File: config.mk
export PLATFORM = sky130hd
export DESIGN_NAME = pong_game_ctrl
export DESIGN_NICKNAME = d
export VERILOG_FILES = /design/src/rtl/pong_game_ctrl.sv
export SDC_FILE = /design/constraint.sdc
export NUM_CORES = 1
export LEC_CHECK = 0
export BUFFER_PORTS_ARGS = -buffer_cell sky130_fd_sc_hd__buf_4
export CORE_MARGIN = 5
export CORE_UTILIZATION = 45
export CTS_CLUSTER_DIAMETER = 40
export DETAILED_ROUTE_END_ITERATION = 12
export PLACE_DENSITY = 0.66
export REMOVE_ABC_BUFFERS = 1
export SYNTH_ARGS = -nofsm -noshare
export SYNTH_HDL_FRONTEND = slang
export SYNTH_SLANG_ARGS = --single-unit
File: constraint.sdc
create_clock -name clk -period 4.4 [get_ports clk]
set_input_delay 0.88 -clock clk [delete_from_list [all_inputs] [get_ports clk]]
set_output_delay 0.88 -clock clk [all_outputs]
set_load 0.01 [all_outputs]
File: src/rtl/pong_game_ctrl.sv
// Per-frame pong sequencer: moves the ball, resolves wall/paddle bounces and misses,
// keeps both scores and steps the match through IDLE, SERVE, PLAY and OVER.
module pong_game_ctrl #(
    parameter int unsigned SPEED        = 2,
    parameter int unsigned BALL         = 8,
    parameter int unsigned PADDLE_H     = 64,
    parameter int unsigned WIN_SCORE    = 9,
    parameter int unsigned SERVE_FRAMES = 60
) (
    input  logic        clk,
    input  logic        rst_n,
    input  logic [10:0] hcount,
    input  logic [9:0]  vcount,
    input  logic        start,
    input  logic [9:0]  paddle_l,
    input  logic [9:0]  paddle_r,
    output logic [10:0] ball_x,
    output logic [9:0]  ball_y,
    output logic [3:0]  score_l,
    output logic [3:0]  score_r,
    output logic [1:0]  state,
    output logic        game_over
);

    localparam int unsigned X_W   = 11;
    localparam int unsigned Y_W   = 10;
    localparam int unsigned S_W   = 4;
    localparam int unsigned A_W   = 12;
    localparam int unsigned CNT_W = $clog2(SERVE_FRAMES + 1);

    localparam logic [X_W-1:0] X_CENTRE = X_W'(394);
    localparam logic [Y_W-1:0] Y_CENTRE = Y_W'(296);

    localparam logic signed [A_W-1:0] C_SPEED  = A_W'(SPEED);
    localparam logic signed [A_W-1:0] C_BALL   = A_W'(BALL);
    localparam logic signed [A_W-1:0] C_PH     = A_W'(PADDLE_H);
    localparam logic signed [A_W-1:0] C_ONE    = A_W'(1);
    localparam logic signed [A_W-1:0] C_BOTTOM = A_W'(599);
    localparam logic signed [A_W-1:0] C_YMAX   = A_W'(599 - BALL);
    localparam logic signed [A_W-1:0] C_LPAD   = A_W'(24);
    localparam logic signed [A_W-1:0] C_RPAD   = A_W'(772);
    localparam logic signed [A_W-1:0] C_XMAXR  = A_W'(772 - BALL);
    localparam logic signed [A_W-1:0] C_RWALL  = A_W'(796);

    typedef enum logic [1:0] {
        ST_IDLE  = 2'd0,
        ST_SERVE = 2'd1,
        ST_PLAY  = 2'd2,
        ST_OVER  = 2'd3
    } state_e;

    state_e           state_q, state_d;
    logic [X_W-1:0]   ball_x_q, ball_x_d;
    logic [Y_W-1:0]   ball_y_q, ball_y_d;
    logic [S_W-1:0]   score_l_q, score_l_d;
    logic [S_W-1:0]   score_r_q, score_r_d;
    logic             dir_right_q, dir_right_d;
    logic             dir_down_q, dir_down_d;
    logic [CNT_W-1:0] cnt_q, cnt_d;
    logic             start_q, start_d;
    logic             game_over_q, game_over_d;

    logic                  tick;
    logic                  start_p;
    logic signed [A_W-1:0] bx, by, nx, ny, pl, pr;
    logic                  ovl_l, ovl_r, hit_l, hit_r, miss_l, miss_r;

    function automatic logic [S_W-1:0] sat_inc(input logic [S_W-1:0] s);
        return (s >= S_W'(WIN_SCORE)) ? S_W'(WIN_SCORE) : s + S_W'(1);
    endfunction

    // Candidate move and collision terms, all relative to the pre-move position
    always_comb begin
        bx     = A_W'(ball_x_q);
        by     = A_W'(ball_y_q);
        pl     = A_W'(paddle_l);
        pr     = A_W'(paddle_r);
        nx     = dir_right_q ? bx + C_SPEED : bx - C_SPEED;
        ny     = dir_down_q  ? by + C_SPEED : by - C_SPEED;
        ovl_l  = (by + C_BALL > pl) && (by < pl + C_PH);
        ovl_r  = (by + C_BALL > pr) && (by < pr + C_PH);
        hit_l  = !dir_right_q && (nx < C_LPAD) && (bx >= C_LPAD) && ovl_l;
        hit_r  = dir_right_q && (nx + C_BALL > C_RPAD) && (bx <= C_XMAXR) && ovl_r;
        miss_l = nx < C_ONE;
        miss_r = nx + C_BALL > C_RWALL;
    end

    always_comb begin
        state_d     = state_q;
        ball_x_d    = ball_x_q;
        ball_y_d    = ball_y_q;
        score_l_d   = score_l_q;
        score_r_d   = score_r_q;
        dir_right_d = dir_right_q;
        dir_down_d  = dir_down_q;
        cnt_d       = cnt_q;
        start_d     = start;
        start_p     = start && !start_q;
        tick        = (hcount == 11'd0) && (vcount == 10'd600);

        case (state_q)
            ST_IDLE: begin
                if (start_p) begin
                    state_d     = ST_SERVE;
                    cnt_d       = '0;
                    dir_right_d = 1'b1;
                end
            end
            ST_SERVE: begin
                if (tick) begin
                    if (cnt_q == CNT_W'(SERVE_FRAMES - 1)) begin
                        state_d    = ST_PLAY;
                        dir_down_d = 1'b1;
                    end else begin
                        cnt_d = cnt_q + CNT_W'(1);
                    end
                end
            end
            ST_PLAY: begin
                if (tick) begin
                    if (ny < C_ONE) begin
                        ball_y_d   = Y_W'(1);
                        dir_down_d = 1'b1;
                    end else if (ny + C_BALL > C_BOTTOM) begin
                        ball_y_d   = Y_W'(C_YMAX);
                        dir_down_d = 1'b0;
                    end else begin
                        ball_y_d = Y_W'(ny);
                    end

                    // Paddle hits take priority; a miss recentres both axes
                    if (hit_l) begin
                        ball_x_d    = X_W'(C_LPAD);
                        dir_right_d = 1'b1;
                    end else if (hit_r) begin
                        ball_x_d    = X_W'(C_XMAXR);
                        dir_right_d = 1'b0;
                    end else if (miss_l) begin
                        score_r_d   = sat_inc(score_r_q);
                        ball_x_d    = X_CENTRE;
                        ball_y_d    = Y_CENTRE;
                        dir_right_d = 1'b0;
                        cnt_d       = '0;
                        state_d     = (score_r_d == S_W'(WIN_SCORE)) ? ST_OVER : ST_SERVE;
                    end else if (miss_r) begin
                        score_l_d   = sat_inc(score_l_q);
                        ball_x_d    = X_CENTRE;
                        ball_y_d    = Y_CENTRE;
                        dir_right_d = 1'b1;
                        cnt_d       = '0;
                        state_d     = (score_l_d == S_W'(WIN_SCORE)) ? ST_OVER : ST_SERVE;
                    end else begin
                        ball_x_d = X_W'(nx);
                    end
                end
            end
            ST_OVER: begin
                if (start_p) begin
                    state_d     = ST_SERVE;
                    score_l_d   = '0;
                    score_r_d   = '0;
                    dir_right_d = 1'b1;
                    cnt_d       = '0;
                end
            end
            default: state_d = ST_IDLE;
        endcase

        game_over_d = (state_d == ST_OVER);
    end

    always_ff @(posedge clk) begin
        if (!rst_n) begin
            state_q     <= ST_IDLE;
            ball_x_q    <= X_CENTRE;
            ball_y_q    <= Y_CENTRE;
            score_l_q   <= '0;
            score_r_q   <= '0;
            dir_right_q <= 1'b1;
            dir_down_q  <= 1'b1;
            cnt_q       <= '0;
            start_q     <= 1'b0;
            game_over_q <= 1'b0;
        end else begin
            state_q     <= state_d;
            ball_x_q    <= ball_x_d;
            ball_y_q    <= ball_y_d;
            score_l_q   <= score_l_d;
            score_r_q   <= score_r_d;
            dir_right_q <= dir_right_d;
            dir_down_q  <= dir_down_d;
            cnt_q       <= cnt_d;
            start_q     <= start_d;
            game_over_q <= game_over_d;
        end
    end

    assign ball_x    = ball_x_q;
    assign ball_y    = ball_y_q;
    assign score_l   = score_l_q;
    assign score_r   = score_r_q;
    assign state     = state_q;
    assign game_over = game_over_q;

endmodule

== Word-level counts from Yosys, hierarchy flattened ==
Index checks and enable logic that the tools add are counted.
Cells by class
  add/sub/neg operators: 12
  order comparisons: 14
  eq/ne operators: 22
  mux-type cells: 59
  reductions and logical operators: 24
Operators with widths (count)
  two-way mux 10 bit: 6
  two-way mux 4 bit: 12
  two-way mux 6 bit: 8
  two-way mux 11 bit: 4
  greater-than comparator 12 x 11 -> 1 bit (second input constant): 3
  adder 12 x 5 -> 12 bit (second input constant): 2
  less-than comparator 12 x 2 -> 1 bit (second input constant): 2
  two-way mux 12 bit: 2
  adder 10 x 7 -> 11 bit (second input constant): 2
  less-than comparator 10 x 11 -> 1 bit: 2
  two-way mux 2 bit: 10
  != test 2 bit (second input constant): 10
  case mux 6 bit (3 select lines): 1
  case mux 4 bit (2 select lines): 2
  AND reduction 7 bit: 2
  adder 11 x 2 -> 12 bit (second input constant): 1
  greater-than comparator 12 x 11 -> 1 bit: 1
  less-than comparator 12 x 6 -> 1 bit (second input constant): 1
  subtractor 11 x 2 -> 12 bit (second input constant): 1
  adder 10 x 2 -> 11 bit (second input constant): 1
  adder 10 x 4 -> 11 bit (second input constant): 1
  >= comparator 11 x 5 -> 1 bit (second input constant): 1
  greater-than comparator 11 x 10 -> 1 bit: 1
  less-or-equal comparator 11 x 10 -> 1 bit (second input constant): 1
  other kinds (25): 54
Word-level totals
  register bits: 41
  bits of input ports: 44
  output and inout port bits: 32
  word-level logic and storage cells: 141

== Logic depth before layout (Yosys ltp) ==
Gate-level depths: netlist (run 1).
  word-level depth: 12
  gate-level depth with buffers: 16

== Least setup slack after synthesis (run 1) ==
No wires, ideal clock.
  kind: flip-flop to flip-flop
  start point: register dir_right_q
  end point: register game_over_q, in the netlist game_over
  arrival time: 3.712 ns
  setup slack: 0.573 ns
  cell stages (with the launch flop): 15
  path buffers: 1
  clock period less this slack: 3.827 ns
  cell sequence: dfxtp_1 > inv_1 > ha_1 > buf_6 > a211o_1 > nor3b_2 > a32oi_1 > and2_4 > or4_4 > nor2_2 > xor2_2 > a21oi_2 > o31a_1 > or3_1 > and3_1
Between the ends
  cells in the longest elaborated chain, start to end: 11
  elaborated cells between the ends (all ways): 20
  classes of those cells: 1 x add/sub; 4 x order compare; 1 x eq/ne; 7 x mux; 7 x reduce/logical
RTL lines
  from (decl): line 57  | logic dir_right_q, dir_right_d;
  from (signal assigned): line 190  | dir_right_q <= dir_right_d;
  two-way mux 12 bit: line 78  | nx = dir_right_q ? bx + C_SPEED : bx - C_SPEED;
  adder 12 x 5 -> 12 bit: line 83, 85
  greater-than comparator 12 x 11 -> 1 bit: line 83  | hit_r = dir_right_q && (nx + C_BALL > C_RPAD) && (bx <= C_XMAXR) && ovl_r;
  logical AND 1 bit (3 in series): line 83
  two-way mux 2 bit: line 135  | end else if (hit_r) begin
  two-way mux 2 bit *: line 132  | if (hit_l) begin
  two-way mux 2 bit *: line 120  | if (tick) begin
  case mux 2 bit (3 select lines) *: line 101  | case (state_q)
  == test 2 bit *: line 169  | game_over_d = (state_d == ST_OVER);
  to (signal assigned): line 194  | game_over_q <= game_over_d;
  to (decl): line 61  | logic game_over_q, game_over_d;
Every way passes the cells marked *; elsewhere a longest branch is shown, timed or not.
A chain may end at the register's enable or synchronous reset.

== Worst setup path after layout (run 1) ==
  start point: register ball_x_q[1], in the netlist ball_x[1]
  end point: register cnt_q[0]
Between the ends
  cells in the longest elaborated chain, start to end: 9
  elaborated cells between the ends (all ways): 25
  classes of those cells: 3 x add/sub; 6 x order compare; 3 x eq/ne; 6 x mux; 7 x reduce/logical
RTL lines
  from (decl): line 53  | logic [X_W-1:0] ball_x_q, ball_x_d;
  from (signal assigned): line 186  | ball_x_q <= ball_x_d;
  subtractor 11 x 2 -> 12 bit or adder 11 x 2 -> 12 bit (tied branches): line 78
  two-way mux 12 bit: line 78
  adder 12 x 5 -> 12 bit: line 83, 85
  greater-than comparator 12 x 11 -> 1 bit: line 83
  logical AND 1 bit (3 in series): line 83
  != test 2 bit (no source line)
  AND reduction 7 bit (no source line)
  to (signal assigned): line 192  | cnt_q <= cnt_d;
  to (decl): line 59  | logic [CNT_W-1:0] cnt_q, cnt_d;
Parallel ways exist; a longest one is shown, timed or not. The select of a mux whose other input is x is not followed.

==> key figures, run 1 <==
Job
  – MaxCap Viol Count: 0

Synthesis
  – Simple-gate share of the synthesized area: ~27%
  – Portion of netlist area occupied by mux cells: 1.331%
  – Unique masters post-synth: 79
  – Cells after Synth: roughly 600
  – Top-count cell post-synth: nand2_1
  – Post-synth top area cell: dfxtp_1
  – Synth async-reset ratio: 0%
  – Synth warn: 0
  – Ys flop type: dfxtp_1
  – Leading cell types by count after synthesis: nand2_1 (63), ha_1 (62), inv_1 (45)
  – Xor and xnor area share after synthesis: about 6.3%
  – Post-Syn Area: 0.004606 mm²
  – Synthesized area per cell: around 7.7 µm²
  – Seq/Total Area, Yosys: between 15 and 20%
  – Post-synth EDFFs: 0
  – Adder-Cell Fraction of Synth Area: between 10% and 20%
  – Area share of the largest cell type after synthesis: between 10% and 20%
  – Top cells by area, synth: dfxtp_1 (17%), ha_1 (17%), nand2_1 (5.1%)
  – Yosys reg bits: 40
  – Largest family of logic cells by synthesized area: simple AND/OR/NAND/NOR gates
  – Compound-Gate Fraction of Synth Area: about a quarter

Timing
  – Worst Clk Skew: roughly 0.016 ns
  – Final setup TNS: 0 ns
  – FMAX: between 0.2 and 0.25 GHz
  – Final worst path period share: 94.34%
  – Setup violators final: 0
  – RSZ-0062 raised after global routing: no
  – Final Max Tran Viols: 0
  – Final min period: slightly above 4 ns
  – Slew HR: approximately three fifths
  – Hold Vio Cnt, Final: 0
  – Worst-margin pin slew: roughly 0.60 ns

Clocking
  – Cts hold-fix bufs: 0
  – Clock Latency Late Sink: around 0.31 ns
  – Total CTS buffers: 5
  – Clock transition at the registers of the reported paths: around 0.090 ns
  – H-tree depth: 2
  – CTS tree: yes
  – Clk sinks: 40
  – Post-cts resize count: 0
  – Post-CTS setup buffers: 0
  – Maximum root-to-sink buffer count: 2
  – Root buffer selected by CTS: clkbuf_8

Global routing
  – Number of global-route vias before repair: about 4700
  – Grt met3 use: approximately 4.1%
  – Grt total ovfl: 0
  – Met2 usage: 35.10%
  – Busiest metal layer after global routing: met2
  – M1 GR Usage: about 28%
  – Largest net degree at the start of global routing: 28
  – Initial antenna violation count: 0
  – First-pass GRT wire length: roughly 22000 µm
  – Tot GR Track Use: approximately a fifth

Worst setup path
  – CP Capture Type: flop
  – Data required, critical path: around 4.6 ns
  – CP Data Arrival Time: 4.37 ns
  – Crit path kind: reg2reg
  – CP Max Fanout: 9
  – Startpoint Class: flop

Final layout
  – Fillers: 990
  – Layout Nets: ~780
  – Ant diodes: 0
  – Area grow syn2layout: 18.23%
  – Share of layout cells above drive strength 1: between 10% and 20%

Placement
  – GP Congestion: between 0.9 and 1
  – PortBufs: 74
  – DPL Wire Length: 10400 µm

Detailed routing
  – First-pass DRT Iterations: 4
  – 1st-iter DRT viols: about 280
  – Via count: 4708
  – Number of remaining DRC errors: 0
  – Total length of routed wires: between 10000 and 15000 µm
  – Drt via density: between 5 and 6
  – Post-DRT Antenna Nets: 0
  – Wirelength per Cell: around 16 µm

Power
  – LEAKAGE: approximately 2.4 nW
  – Clock power share: roughly 34%
  – Power per cell area: roughly 150 mW/mm²
  – Switching power: roughly 0.22 mW
  – Logic pwr share: 19.9%
  – Total power draw: between 0.7 and 0.8 mW
  – Max IR drop VDD: about 0.09 mV
  – Internal Pwr Total: about 0.57 mW
  – Switching share of power: ~28%
  – Sequential Power Share: a little under half

Floorplanning
  – # IOs: 76
  – Die Y: 111.2 µm
  – Chip width: 111.2 µm
  – Initial core utilization: a little under half
  – Rows: 37
  – Core area: 0.01014 mm²
  – Die ar.: between 0.01 and 0.015 mm²

Worst hold path
  – Hold crit path type: reg2reg

Outcome
  – Status: finished clean
-- layout make-up --
| type | instances | area [µm²] | share of cell area, % |
|---|---|---|---|
| repair buffers | 82 | 615.6 | 11.31 |
| well taps | 136 | 170.2 | 3.125 |
| multi-input cells | 493 | 3596 | 66.04 |
| inverters | 46 | 172.7 | 3.171 |
| clock buffers | 8 | 90.09 | 1.654 |
| flip-flops and latches | 40 | 800.8 | 14.71 |
-- cell families (layout without fill, tap and decap cells) --
group	Yosys count	after routing
simple gates	230	230
compound gates	163	163
buf+inv	65	136
fa+ha+maj	63	63
flops	40	40
xor+xnor	30	30
mux	6	6
other cells	1	1
-- power by group through the flow --
| stage | clock (mW) | combinational, mW | sequential (mW) |
|---|---|---|---|
| finish | 0.267 | 0.158 | 0.370 |
| global route | 0.290 | 0.178 | 0.371 |
| CTS | 0.275 | 0.158 | 0.370 |
| detailed placement | 0 | 0.157 | 0.378 |
| global placement | 0 | 0.154 | 0.378 |
| floorplan | 0 | 0.0935 | 0.378 |
-- metal layers --
metal,routed length [µm],vias to the layer above
li1,-,2374
met3,809,12
met5,0,-
met2,5981,142
met1,6036,2180
met4,153,0
-- metrics by stage --
| step | instances | util (%) | worst slack, ns | cell area, µm² | hold slack (ns) |
|---|---|---|---|---|---|
| floorplan | 579 | - | 0.5808 | 4521 | 0.4520 |
| global placement | 797 | 52.34 | 0.2310 | 5306 | 0.4621 |
| detailed placement | 797 | 52.34 | 0.1858 | 5306 | 0.4749 |
| CTS | 805 | 53.23 | 0.1649 | 5396 | 0.4855 |
| global route | 805 | 53.71 | 0.02050 | 5445 | 0.5135 |
| finish | 805 | 53.71 | 0.2490 | 5445 | 0.4854 |
-- state kept, by name, summed over array words and instances, names as in the netlist --
| name | cells |
|---|---|
| ball_x | 10 |
| ball_y | 10 |
| cnt_q | 6 |
| dir_down_q | 1 |
| dir_right_q | 1 |
| game_over | 1 |
| score_l | 4 |
| score_r | 4 |
| start_q | 1 |
| state | 2 |
-- final timing paths --
kind                                 from        to  slack (ns)  depth (start not counted)
worst min-delay path             cnt_q[5]  cnt_q[5]        0.49                          2
worst max-delay path            ball_x[1]  cnt_q[0]        0.25                         13
worst min register to register   cnt_q[5]  cnt_q[5]        0.49                          2
worst max register to register  ball_x[1]  cnt_q[0]        0.25                         13
-- critical path, stage by stage (launching register included) --
cell and delay [ns]:
dfxtp_1 0.46, inv_1 0.10, fa_1 0.47, nand2b_2 0.24, a21oi_1 0.23, o31ai_1 0.18, and2_4 0.22, or4_4 0.56
o211a_1 0.26, nor2_2 0.16, o21ai_1 0.17, o31a_1 0.38, or4_1 0.49, a21oi_1 0.14
-- placed cells by master (no fill, tap or decap), types with 11 or more instances in the layout --
| cell type | n |
|---|---|
| o21ai_0 | 21 |
| a21o_1 | 11 |
| ha_1 | 59 |
| a21oi_1 | 32 |
| nand2_1 | 63 |
| dfxtp_1 | 40 |
| xnor2_1 | 16 |
| inv_1 | 44 |
| nor2_1 | 37 |
| buf_4 | 82 |
| nand3_1 | 32 |
(Power assumes the default switching activity.)
==> inputs of run 2 (changes only) <==
CORE_ASPECT_RATIO = 1.4   (was default)
SKIP_CTS_REPAIR_TIMING = 1   (was default)
==> run 2 against run 1 <==
First-iteration DRC count is 14% higher. Critical path type unchanged. Largest power group is now the clock network. Design area is 1.5% higher. Critical endpoint is now game_over. Worst hold slack hardly changed. Register-to-register slack worse by 0.03 ns.
==> key figures, run 2 (synthesis gave the netlist of run 1 again) <==
Final layout
  – Most common library cell in the layout ignoring fill and taps: buf_4
  – Share of layout cells above drive strength 1: approximately 18%
  – Ant diodes: 0
  – Area grow syn2layout: 20.02%
  – Most frequent cells in the layout: buf_4 (85), nand2_1 (63), ha_1 (59), inv_1 (45), dfxtp_1 (40)
  – Layout Nets: around 780
  – Fillers: 980
  – Final core utilization: 55.54%

Global routing
  – Number of global-route vias before repair: 4736
  – Busiest metal layer after global routing: met2
  – Met2 usage: 40.25%
  – Tot GR Track Use: between 20% and 30%
  – Initial antenna violation count: 0
  – Largest net degree at the start of global routing: 28
  – Grt met3 use: 3.172%
  – Grt total ovfl: 0
  – First-pass GRT wire length: between 20000 and 25000 µm
  – M1 GR Usage: between 20 and 25%

Placement
  – Place WS: between 0.2 and 0.3 ns
  – PortBufs: 74
  – DPL Wire Length: ~11000 µm
  – GP Congestion: approximately 0.9

Clocking
  – CTS tree: yes
  – Clock transition at the registers of the reported paths: approximately 0.06 ns
  – Root buffer selected by CTS: clkbuf_16
  – Maximum root-to-sink buffer count: 2
  – Total CTS buffers: 5
  – H-tree depth: 2
  – Clk sinks: 40
  – Clock Latency Late Sink: 0.29 ns

Power
  – Logic pwr share: between 15 and 20%
  – Switching share of power: between 20 and 30%
  – LEAKAGE: 2.465 nW
  – Sequential Power Share: roughly 40%
  – Switching power: around 0.24 mW
  – Max IR drop VDD: 0.3100 mV
  – Clock power share: approximately 44%
  – Internal Pwr Total: around 0.71 mW
  – Power per cell area: about 170 mW/mm²

Worst hold path
  – Hold Crit Depth: 2
  – Hold crit path type: reg2reg
  – HP Start: cnt_q[5]

Timing
  – RSZ-0062 raised after global routing: no
  – FMAX: between 0.2 and 0.25 GHz
  – Worst Clk Skew: 0.005552 ns
  – Slew HR: between 30% and 40%
  – Final Max Tran Viols: 0
  – Hold Vio Cnt, Final: 0
  – Final min period: ~4.2 ns
  – Worst-margin pin slew: about 1 ns
  – Final setup TNS: 0 ns
  – Setup violators final: 0
  – Setup ws final: roughly 0.22 ns
  – Final worst path period share: between 90% and 100%

Worst setup path
  – Depth of the worst register-to-register path: 13
  – Critical Path Max Stage Delay: roughly 0.8 ns
  – Most frequent CP cell: a21oi_1
  – CP Capture Type: flop
  – RR Startpoint: dir_right_q
  – Crit path kind: reg2reg
  – Crit-path slowest cell: o311ai_1
  – Startpoint Class: flop
  – Crit path launch: dir_right_q
  – CP Data Arrival Time: between 4 and 5 ns
  – CP Max Fanout: 9
  – Data required, critical path: between 4 and 5 ns
  – Crit path cell chain: inv_1, ha_1, a21oi_1, and2_1, nand2_1, o311ai_1, or4_1, nand3_1, a21oi_1, o21ai_1, o31a_1, or3_1, and3_1
  – Reg2Reg Setup Slack: 0.22 ns

Floorplanning
  – Initial core utilization: between 40 and 50%
  – # IOs: 76
  – Core area: ~0.01 mm²
  – Chip width: between 90 and 100 µm
  – Die ar.: ~0.012 mm²
  – Rows: 43
  – Die Y: about 130 µm

Detailed routing
  – Wirelength per Cell: 16.85 µm
  – 1st-iter DRT viols: roughly 320
  – Post-DRT Antenna Nets: 0
  – Drt via density: between 5 and 6
  – Via count: around 4800
  – Number of remaining DRC errors: 0
  – Total length of routed wires: approximately 14000 µm
  – First-pass DRT Iterations: 4

Job
  – MaxCap Viol Count: 0

Outcome
  – Status: finished clean
==> run 2: power groups by stage <==
| stage | clock network, mW | registers (mW) | logic [mW] |
|---|---|---|---|
| global route | 0.447 | 0.372 | 0.179 |
| global placement | 0 | 0.379 | 0.154 |
| CTS | 0.431 | 0.371 | 0.159 |
| floorplan | 0 | 0.378 | 0.0935 |
| finish | 0.422 | 0.371 | 0.159 |
| detailed placement | 0 | 0.379 | 0.159 |
==> run 2: path summary, 6_finish.rpt <==
kind	end
max	game_over
min	cnt_q[5]
max reg2reg	game_over
min reg2reg	cnt_q[5]
==> run 2: per-layer routing <==
layer	part of all wire [%]	vias to the layer above
li1	-	2386
met1	40	2205
met2	51	191
met3	5.4	44
met4	3.4	0
met5	0	-
==> run 2: final cells by class <==
type / instances / area, µm² / share of cell area, %
clock buffers: 5 / 125.1 / 2.263
clock inverters: 3 / 46.29 / 0.8375
inverters: 46 / 172.7 / 3.124
multi-input cells: 493 / 3576 / 64.69
flip-flops and latches: 40 / 800.8 / 14.49
well taps: 135 / 168.9 / 3.056
repair buffers: 85 / 638.1 / 11.54
==> run 2: critical path: cells and delay by family (launching register included) <==
kind	cells	cell delay (ns)
AOI/OAI and AO/OA	5	1.85
and+or+nand+nor	6	1.22
DFF	1	0.42
adders and majority gates	1	0.40
buffers and inverters	1	0.19
==> run 2: metrics by stage <==
step | hold WS (ns) | instance area, µm² | instances | total power [mW]
after floorplan | 0.4520 | 4521 | 579 | 0.4720
after global placement | 0.4627 | 5320 | 798 | 0.5329
after detailed placement | 0.4769 | 5320 | 798 | 0.5377
after CTS | 0.4850 | 5492 | 806 | 0.9619
after global routing | 0.5153 | 5528 | 807 | 0.9972
final | 0.4853 | 5528 | 807 | 0.9520
==> inputs of run 3 (changes only) <==
CTS_BUF_LIST = sky130_fd_sc_hd__clkbuf_2   (was default)
==> run 3 against run 2 <==
Non-clock buffer count grew 1. Combinational power is essentially flat. Routed wire length grew 1.1%. Cell count grew 0.25%. Design area shrank 0.54%. Largest power group is now registers.
==> key figures, run 3 (synthesis gave the netlist of run 1 again) <==
Worst setup path
  – Crit-path slowest cell: or4_4
  – Data required, critical path: between 4 and 5 ns
  – RR Startpoint: dir_right_q
  – Startpoint Class: flop
  – Crit path cell chain: clkinvlp_4, ha_1, a21o_1, a21oi_2, xnor2_2, ha_2, nand2_1, or4_4, o211a_1, nor2_2, o21ai_2, o31a_1, or4_1, a21oi_1
  – Depth of the worst register-to-register path: 14
  – Worst path top cell family by delay: simple AND/OR/NAND/NOR gates
  – Buf/Inv on CP: 1
  – Critical Path Max Stage Delay: 0.56 ns
  – CP Max Fanout: 8
  – Reg2Reg Setup Slack: roughly 0.21 ns
  – Crit path kind: reg2reg
  – CP Data Arrival Time: approximately 4.5 ns
  – CP Capture Type: flop
  – Worst R2R End: cnt_q[0]

Final layout
  – Share of layout cells above drive strength 1: a little under a fifth
  – Fillers: about 980
  – Layout Nets: 780
  – Ant diodes: 0
  – Most common library cell in the layout ignoring fill and taps: buf_4
  – Reg area: about 800 µm²
  – Area grow syn2layout: 19.37%
  – Most frequent cells in the layout: buf_4 (86), nand2_1 (63), ha_1 (57), inv_1 (44), dfxtp_1 (39)
  – Area of the multi-input gates: ~0.0036 mm²

Global routing
  – Tot GR Track Use: 21.70%
  – Number of global-route vias before repair: between 4000 and 5000
  – Grt total ovfl: 0
  – First-pass GRT wire length: 21830 µm
  – Largest net degree at the start of global routing: 28
  – Initial antenna violation count: 0

Timing
  – Setup ws final: about 0.21 ns
  – FMAX: ~0.24 GHz
  – Hold Vio Cnt, Final: 0
  – Final Max Tran Viols: 0
  – Worst-margin pin slew: 0.9566 ns
  – RSZ-0062 raised after global routing: no
  – Final min period: between 4 and 5 ns
  – Setup violators final: 0
  – Slew HR: 35.53%
  – Final worst path period share: between 90% and 100%
  – Worst Clk Skew: 0.02888 ns
  – Final setup TNS: 0 ns

Worst hold path
  – HP Start: cnt_q[5]
  – Hold crit path type: reg2reg
  – Hold EP: cnt_q[5]
  – Hold Crit Depth: 2

Placement
  – PortBufs: 74
  – DPL Wire Length: between 10000 and 15000 µm
  – GP Congestion: roughly 0.89
  – Place WS: around 0.27 ns

Floorplanning
  – Rows: 43
  – Initial core utilization: between 40% and 50%
  – Die ar.: roughly 0.012 mm²
  – Die Y: about 130 µm
  – # IOs: 76
  – Chip width: 95.50 µm
  – Core area: ~0.01 mm²

Detailed routing
  – Wirelength per Cell: between 15 and 20 µm
  – Drt via density: 6.031
  – Post-DRT Antenna Nets: 0
  – First-pass DRT Iterations: 5
  – Number of remaining DRC errors: 0
  – Via count: 4879
  – Total length of routed wires: roughly 14000 µm
  – 1st-iter DRT viols: between 300 and 400

Power
  – LEAKAGE: around 2.4 nW
  – Max IR drop VDD: roughly 0.16 mV
  – Power per cell area: 138.5 mW/mm²

Clocking
  – Total CTS buffers: 5
  – Clock transition at the registers of the reported paths: roughly 0.22 ns
  – Clock Latency Late Sink: approximately 0.43 ns
  – H-tree depth: 2
  – Maximum root-to-sink buffer count: 2
  – Clk sinks: 40
  – CTS tree: yes
  – Root buffer selected by CTS: clkbuf_2

Outcome
  – Status: finished clean

Job
  – MaxCap Viol Count: 0
run 3: cell types whose count changed in the layout (fill, tap and decap cells not counted), sizes merged:
cell,before,now
clkinvlp,1,2
inv,47,46
o31a,1,2
buf,85,86
run 3: power by group:
group | switching, mW | internal [mW] | total (mW) | leakage (nW)
Sequential | 0.00518 | 0.366 | 0.371 | 0.323
Clock | 0.132 | 0.0977 | 0.230 | 0.0396
Combinational | 0.0827 | 0.0773 | 0.160 | 2.06
run 3: area by class of cell:
class	count	share of cell area, %
Multi-Input combinational cell	494	66.04
Clock buffer	5	0.4552
Sequential cell	40	14.63
Timing Repair Buffer	86	11.74
Tap cell	135	3.072
Inverter	46	3.209
Clock inverter	3	0.8421
run 3: worst register-to-register path, delay by kind of cell (launching register included):
kind                       cells  cell delay [ns]
DFF                            1             0.44
AOI/OAI and AO/OA              6             1.30
and+or+nand+nor                4             1.34
adders and majority gates      2             0.62
xor gates and xnor gates       1             0.19
buffers and inverters          1             0.24
run 3: worst max path at each step:
stage                start        end  slack [ns]  depth (start not counted)
3_3_place_gp   dir_right_q  game_over        0.30                         14
5_1_grt        dir_right_q   cnt_q[4]        0.01                         13
6_report       dir_right_q   cnt_q[0]        0.21                         14
3_5_place_dp   dir_right_q   cnt_q[0]        0.27                         14
2_1_floorplan  dir_right_q  game_over        0.58                         14
4_1_cts        dir_right_q   cnt_q[0]        0.19                         14
run 3: routing by layer:
metal	track usage (%)	vias up	wire, µm	share of wire (%)
li1	-	2395	-	-
met4	9.045	0	414	3.0
met3	3.287	34	688	5.0
met5	0	-	0	0
met1	24.56	2266	5582	41
met2	39.92	184	7057	51
run 3: metrics by stage:
stage	util (%)	area (µm²)	power (mW)	hold slack [ns]	std cells
floorplan	-	4521	0.4720	0.4520	579
global placement	53.45	5320	0.5329	0.4627	798
detailed placement	53.45	5320	0.5377	0.4769	798
CTS	54.17	5391	0.7693	0.4998	806
global route	55.24	5498	0.8052	0.5317	809
finish	55.24	5498	0.7612	0.4981	809
